--- src/rtl/alu_shift_unit.sv ---
// Multi-cycle shift/rotate stage: loads an operand with its link flag, then
// performs one single-bit shift or rotate of {L,y} per clock.
module alu_shift_unit #(
    parameter int WIDTH = 16
) (
    input  logic             clk,
    input  logic             nreset,
    input  logic             start,
    input  logic [2:0]       op,
    input  logic [3:0]       count,
    input  logic [WIDTH-1:0] a,
    input  logic             lin,
    output logic [WIDTH-1:0] y,
    output logic             lout,
    output logic             busy,
    output logic             done
);

    typedef enum logic [1:0] {IDLE, SHIFT, DONE} state_t;

    localparam logic [2:0] OP_SHL  = 3'b000;
    localparam logic [2:0] OP_SHR  = 3'b001;
    localparam logic [2:0] OP_ASR  = 3'b010;
    localparam logic [2:0] OP_ROLL = 3'b011;
    localparam logic [2:0] OP_RORL = 3'b100;
    localparam logic [2:0] OP_ROL  = 3'b101;
    localparam logic [2:0] OP_ROR  = 3'b110;
    localparam logic [2:0] OP_PASS = 3'b111;

    state_t           state_q, state_d;
    logic [WIDTH-1:0] y_q, y_d;
    logic             l_q, l_d;
    logic [3:0]       cnt_q, cnt_d;
    logic [2:0]       op_q, op_d;

    logic [WIDTH-1:0] step_y;
    logic             step_l;
    logic [3:0]       eff_cnt;

    // One single-bit step of the latched operation on the current {L,y}.
    always_comb begin
        step_y = y_q;
        step_l = l_q;
        case (op_q)
            OP_SHL:  begin step_y = {y_q[WIDTH-2:0], 1'b0};      step_l = y_q[WIDTH-1]; end
            OP_SHR:  begin step_y = {1'b0, y_q[WIDTH-1:1]};      step_l = y_q[0];       end
            OP_ASR:  begin step_y = {y_q[WIDTH-1], y_q[WIDTH-1:1]}; step_l = y_q[0];    end
            OP_ROLL: begin step_y = {y_q[WIDTH-2:0], l_q};       step_l = y_q[WIDTH-1]; end
            OP_RORL: begin step_y = {l_q, y_q[WIDTH-1:1]};       step_l = y_q[0];       end
            OP_ROL:  step_y = {y_q[WIDTH-2:0], y_q[WIDTH-1]};
            OP_ROR:  step_y = {y_q[0], y_q[WIDTH-1:1]};
            default: ;
        endcase
    end

    // PASS is a zero-step load regardless of the requested count.
    assign eff_cnt = (op == OP_PASS) ? 4'd0 : count;

    always_comb begin
        state_d = state_q;
        y_d     = y_q;
        l_d     = l_q;
        cnt_d   = cnt_q;
        op_d    = op_q;
        case (state_q)
            IDLE, DONE: begin
                if (start) begin
                    y_d     = a;
                    l_d     = lin;
                    op_d    = op;
                    cnt_d   = eff_cnt;
                    state_d = (eff_cnt == 4'd0) ? DONE : SHIFT;
                end else begin
                    state_d = IDLE;
                end
            end
            SHIFT: begin
                y_d   = step_y;
                l_d   = step_l;
                cnt_d = cnt_q - 4'd1;
                if (cnt_q == 4'd1) state_d = DONE;
            end
            default: state_d = IDLE;
        endcase
    end

    always_ff @(posedge clk or negedge nreset) begin
        if (!nreset) begin
            state_q <= IDLE;
            y_q     <= '0;
            l_q     <= 1'b0;
            cnt_q   <= 4'd0;
            op_q    <= OP_SHL;
        end else begin
            state_q <= state_d;
            y_q     <= y_d;
            l_q     <= l_d;
            cnt_q   <= cnt_d;
            op_q    <= op_d;
        end
    end

    assign y    = y_q;
    assign lout = l_q;
    assign busy = (state_q == SHIFT);
    assign done = (state_q == DONE);

endmodule

--- config.mk ---
export PLATFORM = sky130hd
export DESIGN_NAME = alu_shift_unit
export DESIGN_NICKNAME = d
export VERILOG_FILES = /design/src/rtl/alu_shift_unit.sv
export SDC_FILE = /design/constraint.sdc
export NUM_CORES = 1
export LEC_CHECK = 0
export CORE_MARGIN = 10
export CORE_UTILIZATION = 43
export DETAILED_ROUTE_END_ITERATION = 6
export PLACE_DENSITY = 0.76
export RECOVER_POWER = 50
export SLEW_MARGIN = 15
export SYNTH_ARGS = -nofsm -noshare
export SYNTH_HDL_FRONTEND = slang
export SYNTH_SLANG_ARGS = --single-unit
--- constraint.sdc ---
create_clock -name clk -period 1.4 [get_ports clk]
set_clock_uncertainty 0.05 [all_clocks]
set_input_delay 0.28 -clock clk [delete_from_list [all_inputs] [get_ports clk]]
set_output_delay 0.28 -clock clk [all_outputs]
set_load 0.05 [all_outputs]
==> metrics.md <==
| Metric | Value |
|---|---|
| Mapped cell area | `1620 um^2` |
| Share of layout cells above drive strength 1 | `46.3%` |
| CTS buffer count | `3` |
| Failing checks | `setup timing` |
| Clock root cell | `clkbuf_8` |
| Initial antenna violation count | `0` |
| DR WL/cell | `between 15 and 20 um` |
| Area grow syn2layout | `81.2%` |
| Overflow after GRT | `0` |
| Critical Path, Cell by Cell | `o21a_4, o21a_4, buf_6, a221oi_2, a21oi_2` |
| Synth warnings | `0` |
| Hold_ws | `approximately 0.47 ns` |
| Final Worst Setup Slack | `-0.185 ns` |
| Max-slew violations | `0` |
| Final ANT Viol Nets | `0` |
| Post-synthesis register bit count | `26` |
| Largest cells by area after synthesis | `dfrtp_1 (40%), a221oi_2 (8.3%), a21oi_1 (6.5%), nand2_1 (5.1%), mux2i_1 (3.7%)` |
| Hold WC Path Type | `reg -> reg` |
| Setup CP Type | `reg -> reg` |
| Post-synth EDFFs | `0` |
| CP max FO | `6` |
| Crit path DAT | `roughly 1.7 ns` |
| DRC viols | `0` |
| Fill count | `around 200` |
| Largest net degree at the start of global routing | `27` |
| Status | `finished, violations left` |
| Height of the die | `between 80 and 90 um` |
| IO Pins | `46` |
| FF+latch area | `roughly 660 um^2` |
| Vias in the first global route | `1800` |
| Max cap viols | `0` |
| CP required | `between 1.5 and 2 ns` |
| Core Footprint | `roughly 3700 um^2` |
| 1st-iter DRT viols | `~130` |
| Multi-input logic area | `between 1000 and 1500 um^2` |
| Final min period | `1.59 ns` |
| Clk buf depth | `2` |
| Nets | `roughly 290` |
| Final setup viols | `20` |
| Distinct cells, synth | `43` |
| Synthesized area per cell | `roughly 9.7 um^2` |
| Fin. Hold Viols | `0` |
| Leak pwr | `around 0.0013 uW` |
| Row count | `22` |
| Final wirelength | `6050 um` |
| CTS clock-pin slew for the worst setup and hold paths | `roughly 0.1 ns` |
| Die Area | `around 6600 um^2` |
| Post-DR vias/cell | `between 5 and 6` |
| Critical Path Start Type | `register` |
| Peak VDD IR | `approximately 2400 uV` |
| Worst Tran Pin Value | `between 0.6 and 0.7 ns` |
| Slew margin rel. | `between 50% and 60%` |
| Commonest non-fill, non-tap cell in the layout | `buf_4` |
| 1st-pass router iterations | `4` |
| Total chip power | `about 9300 uW` |
| Critical Path Most Common Cell | `o21a_4` |
| TritonCTS Sinks | `26` |
| Initial Utilization | `approximately 44%` |
| Fin util | `80.2%` |
| Post-synth top area share | `~40%` |
| Dpl hpwl | `3560 um` |
| Final Wtd Congestion | `~0.84` |
| Ant. Diodes | `0` |
| Period utilization | `113%` |
| Seq/Total Area, Yosys | `about 40%` |
| FFs w/ async S/R, synth | `100%` |
| PwrDens | `3150 nW/um^2` |
| Fmax | `around 630 MHz` |
| Slowest stage delay, CP | `between 0.4 and 0.5 ns` |
| CP max-delay cell | `dfrtp_2` |
| Clk Latency, worst-skew pair | `roughly 0.28 ns` |
| Synth Flop Type | `dfrtp_1` |
| H-tree lvl count | `1` |
| Cells after Synth | `about 170` |
| IO Port Bufs | `45` |
| Die Width | `81.4 um` |
| CTS tree | `done` |
| Total track usage | `17.4%` |
| RSZ-0062 raised after global routing | `yes` |
| Leading area contributor after synthesis | `dfrtp_1` |
| Syn_nets | `around 200` |
| Most frequent cells in the layout | `buf_4 (34), clkdlybuf4s50_1 (24), buf_12 (24)` |
| CP Capture Type | `register` |
| DR vias | `~1700` |
| First-pass GRT wire length | `roughly 9100 um` |
| FF-to-FF setup slack | `-0.19 ns` |
## kinds of logic (layout without fill, tap and decap cells)
kind of cell | Yosys count | in the layout | share of synthesized area, %
xor+xnor | 2 | 2 | 1.08
fa+ha+maj | 2 | 2 | 1.54
compound gates | 59 | 59 | 27.9
mux | 7 | 7 | 4.40
buf+inv | 14 | 102 | 6.02
flops | 26 | 26 | 40.1
simple gates | 57 | 57 | 18.9
## layer usage
metal  track usage [%]  part of all wire, %  wire length (um)  up-vias
li1                  -                    -                 -      789
met1              20.0                   38              2280      858
met2              30.3                   53              3230       68
met3              4.80                  6.0               363       15
met4              6.06                  2.8               172        0
met5                 0                    0                 0        -
## worst paths after layout
path	startpoint	endpoint	cells past startpoint
max	op_q[2]	y[4]	5
min	cnt_q[3]	cnt_q[3]	1
max reg2reg	op_q[2]	y[4]	5
min reg2reg	cnt_q[3]	cnt_q[3]	1
max in group asynchronous	nreset	op_q[2]	2
min in group asynchronous	nreset	y[10]	2
## per-stage QoR
stage	worst slack (ns)	std cells	instance area (um^2)	TNS, ns
after floorplan	-0.0751	167	1650	-0.712
after global routing	-0.208	303	2940	-2.79
after global placement	-0.394	283	2550	-7.42
after CTS	-0.124	298	2800	-1.06
final	-0.185	303	2940	-1.92
after detailed placement	-0.457	283	2550	-8.53
## state kept, by name, summed over array words and instances, names as in the netlist
name     count
y           16
cnt_q        4
op_q         3
state_q      2
lout         1
## power by group
part	total [uW]	switching [uW]	internal (uW)	leakage, uW
Sequential	1810	647	1160	0.000304
Combinational	6930	3460	3470	0.000919
Clock	511	258	252	0.0000288
Total	9250	4370	4890	0.00125
## area by class of cell
| cell class | count | area share, % |
|---|---|---|
| flip-flops and latches | 26 | 22.4 |
| clock buffers | 4 | 1.87 |
| well taps | 48 | 2.04 |
| multi-input cells | 127 | 35.5 |
| inverters | 4 | 0.596 |
| repair buffers | 94 | 37.6 |
## Yosys cell counts, types with 2 or more instances
cell type,number
a21oi_1,21
nor2_1,13
nor3_4,2
a211oi_1,2
mux2i_1,6
o21a_1,2
buf_2,3
nand3_1,3
a221oi_2,9
buf_4,3
inv_1,3
nand2b_1,3
nor2b_1,2
o21ai_0,10
nor3_1,2
a311oi_1,2
dfrtp_1,26
ha_1,2
and3_1,4
nand2_1,22
xor2_1,2
buf_6,4
## critical path, delay by kind of cell (launching register included)
kind	cells	cell delay, ns
AOI/OAI and AO/OA	4	0.82
DFF	1	0.46
buffers and inverters	1	0.14
## what timing repair did
item                                    CTS  global route
resized for setup                        27            25
setup buffers                            11             5
endpoints found under the setup margin   20            21
pin swaps                                11            10
hold buffers                              0             0
No activity file was read; power rests on OpenSTA's default activity.
